File: src/rtl/sd_port_arbiter.sv
`timescale 1ns/1ps
// Arbitrates the single host SD port between the hard-disk controller (0) and floppy controller (1), round-robin on ties.
// Strobe and grant appear one cycle after a request is sampled; requests are held levels until done, with no other backpressure.

module sd_port_arbiter #(
  parameter int TMO_W = 20
) (
  input  logic        CLK,
  input  logic        RESET,
  input  logic [1:0]  req_rd,
  input  logic [1:0]  req_wr,
  input  logic [31:0] req_lba0,
  input  logic [31:0] req_lba1,
  input  logic [7:0]  cl_buff_din0,
  input  logic [7:0]  cl_buff_din1,
  output logic [1:0]  done,
  output logic [1:0]  err,
  output logic [1:0]  grant,
  output logic [31:0] sd_lba,
  output logic        sd_rd,
  output logic        sd_wr,
  input  logic        sd_ack,
  input  logic        sd_buff_wr,
  output logic [7:0]  sd_buff_din,
  output logic [1:0]  cl_buff_wr
);

  typedef enum logic [1:0] {ST_IDLE, ST_WAIT_ACK, ST_XFER, ST_DONE} state_t;

  // Compared before the increment: the timeout edge is the one that would bring the count to all-ones.
  localparam logic [TMO_W-1:0] TMO_LAST = {{(TMO_W-1){1'b1}}, 1'b0};

  state_t           state;
  logic             last_owner;
  logic [TMO_W-1:0] tmo_cnt;

  logic [1:0]  pending;
  logic        win;
  logic        win_rd;
  logic        win_wr;
  logic [1:0]  win_oh;
  logic [31:0] win_lba;

  always_comb begin
    pending = req_rd | req_wr;
    win     = (pending == 2'b11) ? ~last_owner : pending[1];
    win_rd  = win ? req_rd[1] : req_rd[0];
    win_wr  = win ? req_wr[1] : req_wr[0];
    win_oh  = win ? 2'b10 : 2'b01;
    win_lba = win ? req_lba1 : req_lba0;
  end

  always_ff @(posedge CLK) begin
    if (RESET) begin
      state      <= ST_IDLE;
      grant      <= 2'b00;
      sd_lba     <= 32'h0;
      sd_rd      <= 1'b0;
      sd_wr      <= 1'b0;
      done       <= 2'b00;
      err        <= 2'b00;
      last_owner <= 1'b1;
      tmo_cnt    <= '0;
    end else begin
      done <= 2'b00;
      err  <= 2'b00;
      case (state)
        ST_IDLE: begin
          if (pending != 2'b00) begin
            last_owner <= win;
            tmo_cnt    <= '0;
            // Read and write together is meaningless: reject without touching the host port.
            if (win_rd && win_wr) begin
              done  <= win_oh;
              err   <= win_oh;
              state <= ST_DONE;
            end else begin
              grant  <= win_oh;
              sd_lba <= win_lba;
              sd_rd  <= win_rd;
              sd_wr  <= win_wr;
              state  <= ST_WAIT_ACK;
            end
          end
        end
        ST_WAIT_ACK: begin
          if (sd_ack) begin
            sd_rd   <= 1'b0;
            sd_wr   <= 1'b0;
            tmo_cnt <= '0;
            state   <= ST_XFER;
          end else if (tmo_cnt == TMO_LAST) begin
            sd_rd   <= 1'b0;
            sd_wr   <= 1'b0;
            done    <= grant;
            err     <= grant;
            grant   <= 2'b00;
            tmo_cnt <= '0;
            state   <= ST_DONE;
          end else begin
            tmo_cnt <= tmo_cnt + 1'b1;
          end
        end
        ST_XFER: begin
          if (!sd_ack) begin
            done  <= grant;
            grant <= 2'b00;
            state <= ST_DONE;
          end
        end
        default: state <= ST_IDLE;
      endcase
    end
  end

  assign cl_buff_wr  = grant & {2{sd_buff_wr & sd_ack}};
  assign sd_buff_din = grant[0] ? cl_buff_din0 : (grant[1] ? cl_buff_din1 : 8'h00);

endmodule
File: config.mk
export PLATFORM = sky130hd
export DESIGN_NAME = sd_port_arbiter
export DESIGN_NICKNAME = d
export VERILOG_FILES = /design/src/rtl/sd_port_arbiter.sv
export SDC_FILE = /design/constraint.sdc
export NUM_CORES = 1
export LEC_CHECK = 0
export CAP_MARGIN = 10
export CORE_ASPECT_RATIO = 0.5
export CORE_MARGIN = 2
export CORE_UTILIZATION = 40
export CTS_CLUSTER_DIAMETER = 200
export DETAILED_ROUTE_END_ITERATION = 16
export PLACE_DENSITY = 0.84
export SLEW_MARGIN = 20
export SYNTH_ARGS = -nofsm -noshare
export SYNTH_HDL_FRONTEND = slang
export SYNTH_SLANG_ARGS = --single-unit
File: constraint.sdc
create_clock -name CLK -period 2.3 [get_ports CLK]
set_input_delay 0.575 -clock CLK [delete_from_list [all_inputs] [get_ports CLK]]
set_output_delay 0.575 -clock CLK [all_outputs]
set_load 0.05 [all_outputs]
==> results_dict.tcl, run 1 <==
set metrics [dict create \
    worstMarginPinSlew_ns 0.6293 \
    yosysSeqAreaShare_pct 40.69 \
    critPathBufInv 1 \
    cpPeakStageDelay_ns 0.85 \
    synthTopCellsByArea "dfxtp_1 41%, mux2i_1 11%, a211oi_1 8.2%, nor2_1 7.1%, xor2_1 4.2%" \
    post-dp-hpwl_um 6569 \
    period_share_pct 95.27 \
    drt_iter0_markers 199 \
    fill_cells 541 \
    grt_util_all_layers_pct 22.06 \
    pre_cts_ws_ns -0.3381 \
    cts_hold_buf 0 \
    path_cells "clkdlybuf4s50_1" \
    swShare_pct 42.20 \
    crit_arrival_ns 1.62 \
    drv_cap 0 \
    worst-path-max-fanout 5 \
    outcome "finished, final reports clean" \
    maxSlewViolCount 0 \
    gp_congestion 0.7839 \
    ant_nets 0 \
    cts_tree "done" \
    syn_inst 349 \
    drc 0 \
    cts_sinks 63 \
    drive_gt1_share_pct 12.55 \
    end_kind "primary output" \
    grt_max_degree 35 \
    layout.cells.non_filler 606 \
    synth_top_area_cell "dfxtp_1" \
    via_per_inst 5.219 \
    die_w_um 128.5 \
    htreeDepth 3 \
    wl_per_cell_um 14.41 \
    synth.top_cell.area_share_pct 40.69 \
    ys_types 42 \
    boundaryPins 138 \
    die_h_um 66.24 \
    hold_viol 0 \
    nets 602 \
    critPathKind "flop to primary output" \
    p_comb_share_pct 55.8 \
    dp_cells 593 \
    finalClockSkew_ns 0.005322 \
    intPower_mw 3.713 \
    final_area_um2 5216 \
    num_rows 22 \
    p_seq_share_pct 23.8 \
    clockPowerShare_pct 20.4 \
    netlist_area_um2 3099 \
    insertion_delay_ns 0.33 \
    peakVddDrop_v 0.0007123 \
    hp-class "flop to flop" \
    start_util_pct 41.86 \
    grt_pass1_wl_um 14710 \
    final_core_util_pct 70.45 \
    cts_inserted_buffers 9 \
    fmax_mhz 456.4 \
    firstDrtPassIters 4 \
    p_sw_mw 2.711 \
    cts_buffer_depth 2 \
    worst_slack_ns 0.1087 \
    cp_slowest_cell "clkdlybuf4s50_1" \
    post_dp_cell_area_um2 4915 \
    critical-path-top-delay-family "buffers and inverters" \
    synth.avg_cell_area_um2 8.880 \
    p_per_area_nw_per_um2 1231 \
    antenna_found_initial 0 \
    die_area_um2 8511 \
    cp.required_ns 1.73 \
    leakagePower_nw 2.145 \
    core_area_um2 7405 \
    grt_pass1_vias 3065 \
    yosysWarnings 0 \
    min_period_ns 2.191 \
    synthToLayoutAreaGrowth_pct 68.31 \
    setup_viol 0 \
    routed_wl_um 8733 \
    cp-start-kind "flop" \
    grt-ovfl-total 0 \
    clk_pin_slew_ns 0.05 \
    relSlewSlack_pct 57.66 \
    syn_nets 443 \
    portBuffers 137 \
    n_antenna_cell 0 \
    vias 3163 \
    grt_setup_unrepaired "no" \
    synth-seq-cells 63 \
    clockRootBuffer "clkbuf_16" \
]
[logic make-up after synthesis]
| group | Yosys count | share of synthesized area, % |
|---|---|---|
| xor gates and xnor gates | 16 | 4.522 |
| adders and majority gates | 6 | 2.422 |
| buffers and inverters | 27 | 3.553 |
| AOI/OAI and AO/OA | 78 | 18.09 |
| DFF | 63 | 40.69 |
| and+or+nand+nor | 126 | 20.06 |
| muxes | 33 | 10.66 |
[worst paths after layout]
kind         startpoint   endpoint  slack [ns]  cells past startpoint
min           sd_lba[4]  sd_lba[4]        0.49                      2
max reg2reg    state[0]      sd_wr        0.14                      7
min reg2reg   sd_lba[4]  sd_lba[4]        0.49                      2
max            grant[1]   grant[1]        0.11                      1
[layout by cell type, fill, tap and decap left out, drive strengths merged, types with 3 or more instances in the layout]
cell type	instances
a22o	9
nand4	6
o21ai	9
a21oi	12
buf	45
clkbuf	12
and3	5
inv	5
dlymetal6s2s	3
nor3	8
nand2b	3
clkdlybuf4s50	121
xor2	15
a31oi	3
dfxtp	63
nor2	59
nand2	16
or4	6
nand3	9
nor4	3
a211oi	34
mux2i	33
ha	6
[metal layers]
layer	track usage (%)	part of all wire [%]	vias up
li1	-	-	1588
met2	40.29	52	88
met4	6.731	1.0	0
met3	6.553	5.5	9
met1	25.15	42	1478
met5	0	0	-
[synth_stat cells, drive strengths merged]
cell type,instances
and4,2
a22oi,1
a21oi,12
nand2,16
a211o,2
buf,11
xor2,15
a31oi,3
nor3,8
nand3,9
inv,5
o21ai,9
or3,1
and3b,1
a21o,2
nand4b,1
o31ai,1
o2111a,2
xnor2,1
o41ai,1
o211ai,1
ha,6
clkbuf,11
nand2b,3
nor3b,2
mux2i,33
nand3b,1
dfxtp,63
or4,6
nor2b,1
and3,5
nand4,6
a22o,9
nor4,3
o32ai,1
and2,2
nor2,59
a211oi,34
[final cells by class]
type                    instances  area (um^2)  share of cell area (%)
repair buffers                170         1780                   34.13
clock inverters                 1        30.03                  0.5757
clock buffers                  12        256.5                   4.917
flip-flops and latches         63         1261                   24.18
well taps                      96        120.1                   2.303
inverters                       5        18.77                  0.3598
multi-input cells             259         1749                   33.53
[power groups by stage]
stage / Sequential [mW] / Combinational [mW] / Clock, mW
floorplan: 2.36 / 1.34 / 0
global placement: 1.53 / 3.51 / 0
detailed placement: 1.55 / 3.55 / 0
CTS: 1.53 / 3.57 / 1.34
global route: 1.56 / 3.82 / 1.38
finish: 1.53 / 3.58 / 1.31
[sequential cells by signal, indices dropped and copies added, names as in the netlist]
signal,flops
err,2
done,2
sd_lba,32
sd_rd,1
grant,2
tmo_cnt,20
state,2
last_owner,1
sd_wr,1
[metrics by stage]
step / power (mW) / TNS, ns / hold WS (ns)
global placement: 5.038 / -5.086 / 0.4733
finish: 6.423 / 0 / 0.4940
detailed placement: 5.095 / -7.678 / 0.4816
CTS: 6.438 / 0 / 0.4963
floorplan: 3.702 / 0 / 0.4716
global route: 6.761 / 0 / 0.5180
[what timing repair did]
item	in CTS	in global routing
resized for setup	1	5
buffers inserted	0	0
setup endpoints to repair	1	2
pin swaps	0	0
No activity file was read; power rests on OpenSTA's default activity.
==> run 2: changes to the inputs <==
--- a/config.mk
+++ b/config.mk
@@ -11,7 +11,7 @@
 export CORE_UTILIZATION = 40
 export CTS_CLUSTER_DIAMETER = 200
 export DETAILED_ROUTE_END_ITERATION = 16
-export PLACE_DENSITY = 0.84
+export PLACE_DENSITY = 0.86
 export SLEW_MARGIN = 20
 export SYNTH_ARGS = -nofsm -noshare
 export SYNTH_HDL_FRONTEND = slang
==> results_dict.tcl, run 2 (synthesis gave the netlist of run 1 again) <==
set metrics [dict create \
    outcome "finished, final reports clean" \
    fmax_mhz 462.4 \
    vias 3151 \
    cpPeakStageDelay_ns 0.85 \
    final_core_util_pct 69.60 \
    pre_cts_ws_ns -0.3202 \
    portBuffers 137 \
    critPathKind "flop to primary output" \
    timing.hold.ws_ns 0.4778 \
    cp_slowest_cell "clkdlybuf4s50_1" \
    finalClockSkew_ns 0.005654 \
    cts_tree "done" \
    worstSetupStartpoint "grant[1]" \
    clk_pin_slew_ns 0.05 \
    firstDrtPassIters 4 \
    p_per_area_nw_per_um2 1218 \
    post_cts_buffers 0 \
    largest_register_ffs 32 \
    drc 0 \
    cp.required_ns 1.73 \
    drt_iter0_markers 112 \
    worstMarginPinSlew_ns 0.5450 \
    num_rows 22 \
    grt_util_all_layers_pct 22.23 \
    die_area_um2 8511 \
    end_kind "primary output" \
    hold_path.startpoint "sd_wr" \
    drive_gt1_share_pct 12.16 \
    critPathBufInv 1 \
    cp-start-kind "flop" \
    top_regs "sd_lba x32, tmo_cnt x20" \
    dp_cells 590 \
    synthToLayoutAreaGrowth_pct 66.29 \
    peakVddDrop_v 0.0006659 \
    cts_inserted_buffers 9 \
    worst-path-max-fanout 5 \
    core_area_um2 7405 \
    layout.cells.non_filler 606 \
    r2r_start "state[0]" \
    leakagePower_nw 2.125 \
    drv_cap 0 \
    clockRootBuffer "clkbuf_16" \
    boundaryPins 138 \
    antenna_found_initial 0 \
    n_antenna_cell 0 \
    final_cell_mix "121 x clkdlybuf4s50_1, 63 x dfxtp_1, 59 x nor2_1, 34 x a211oi_1, 33 x mux2i_1" \
    top_register "sd_lba" \
    routed_wl_um 9110 \
    grt-ovfl-total 0 \
    ant_nets 0 \
    die_w_um 128.5 \
    via_per_inst 5.200 \
    maxSlewViolCount 0 \
    wl_per_cell_um 15.03 \
    relSlewSlack_pct 63.55 \
    grt_pass1_vias 3007 \
    die_h_um 66.24 \
    grt_setup_unrepaired "no" \
    grt_max_degree 32 \
    setup_viol 0 \
    reg2reg_depth 7 \
    hp-class "flop to flop" \
    htreeDepth 3 \
    insertion_delay_ns 0.33 \
    gp_congestion 0.8321 \
    start_util_pct 41.86 \
    worst_slack_ns 0.1372 \
    critical-path-top-delay-family "buffers and inverters" \
    period_share_pct 94.04 \
    path_cells "clkdlybuf4s50_1" \
    min_period_ns 2.163 \
    crit_arrival_ns 1.59 \
    hold_viol 0 \
    nets 599 \
    post-dp-hpwl_um 6910 \
    cts_buffer_depth 2 \
    cp_num_cells 1 \
    grt_pass1_wl_um 14610 \
    cts_sinks 63 \
    hold_path_depth 2 \
    final_common_cell "clkdlybuf4s50_1" \
]
run 2: metal layers:
metal / vias to the layer above / track usage, % / wire [um] / share of wire (%)
li1: 1581 / - / - / -
met1: 1479 / 24.73 / 3850 / 42
met2: 76 / 40.36 / 4618 / 51
met3: 15 / 6.877 / 454 / 5.0
met4: 0 / 8.516 / 186 / 2.0
met5: - / 0 / 0 / 0
run 2: worst paths after layout:
kind | to | slack, ns
max | grant[1] | 0.14
min | sd_wr | 0.48
max reg2reg | sd_wr | 0.19
min reg2reg | sd_wr | 0.48
run 2: area by class of cell:
| type | count | area (um^2) |
|---|---|---|
| multi-input combinational | 259 | 1747 |
| sequential | 63 | 1261 |
| timing repair buffer | 167 | 1749 |
| clock buffer | 11 | 232.7 |
| inverter | 5 | 18.77 |
| tap | 96 | 120.1 |
| clock inverter | 5 | 25.02 |
| fill | 540 | 2251 |
run 2: timing repair:
action                                  in CTS  in global routing
endpoints found under the setup margin       0                 22
gates resized for setup                      0                  5
hold buffers                                 0                  0
endpoints found under the hold margin        0                  0
run 2: where the power goes:
| part | switching, mW | leakage (nW) | total [mW] | internal [mW] |
|---|---|---|---|---|
| clock | 0.462 | 0.133 | 1.18 | 0.718 |
| combinational | 2.14 | 1.48 | 3.57 | 1.43 |
| sequential | 0.155 | 0.517 | 1.52 | 1.37 |
| total | 2.76 | 2.13 | 6.28 | 3.52 |
run 2: tightest hold or removal path: cells and delay by family (launching register included):
| family | cells | cell delay [ns] |
|---|---|---|
| DFF | 1 | 0.30 |
| AOI/OAI and AO/OA | 2 | 0.12 |
run 2: through the flow:
| stage | cell area [um^2] | TNS (ns) | total power, mW |
|---|---|---|---|
| 6_report | 5154 | 0 | 6.276 |
| 5_1_grt | 5154 | 0 | 6.588 |
| 4_1_cts | 5137 | 0 | 6.308 |
| 3_5_place_dp | 4880 | -9.229 | 5.100 |
| 3_3_place_gp | 4880 | -4.977 | 5.024 |
| 2_1_floorplan | 3099 | 0 | 3.702 |
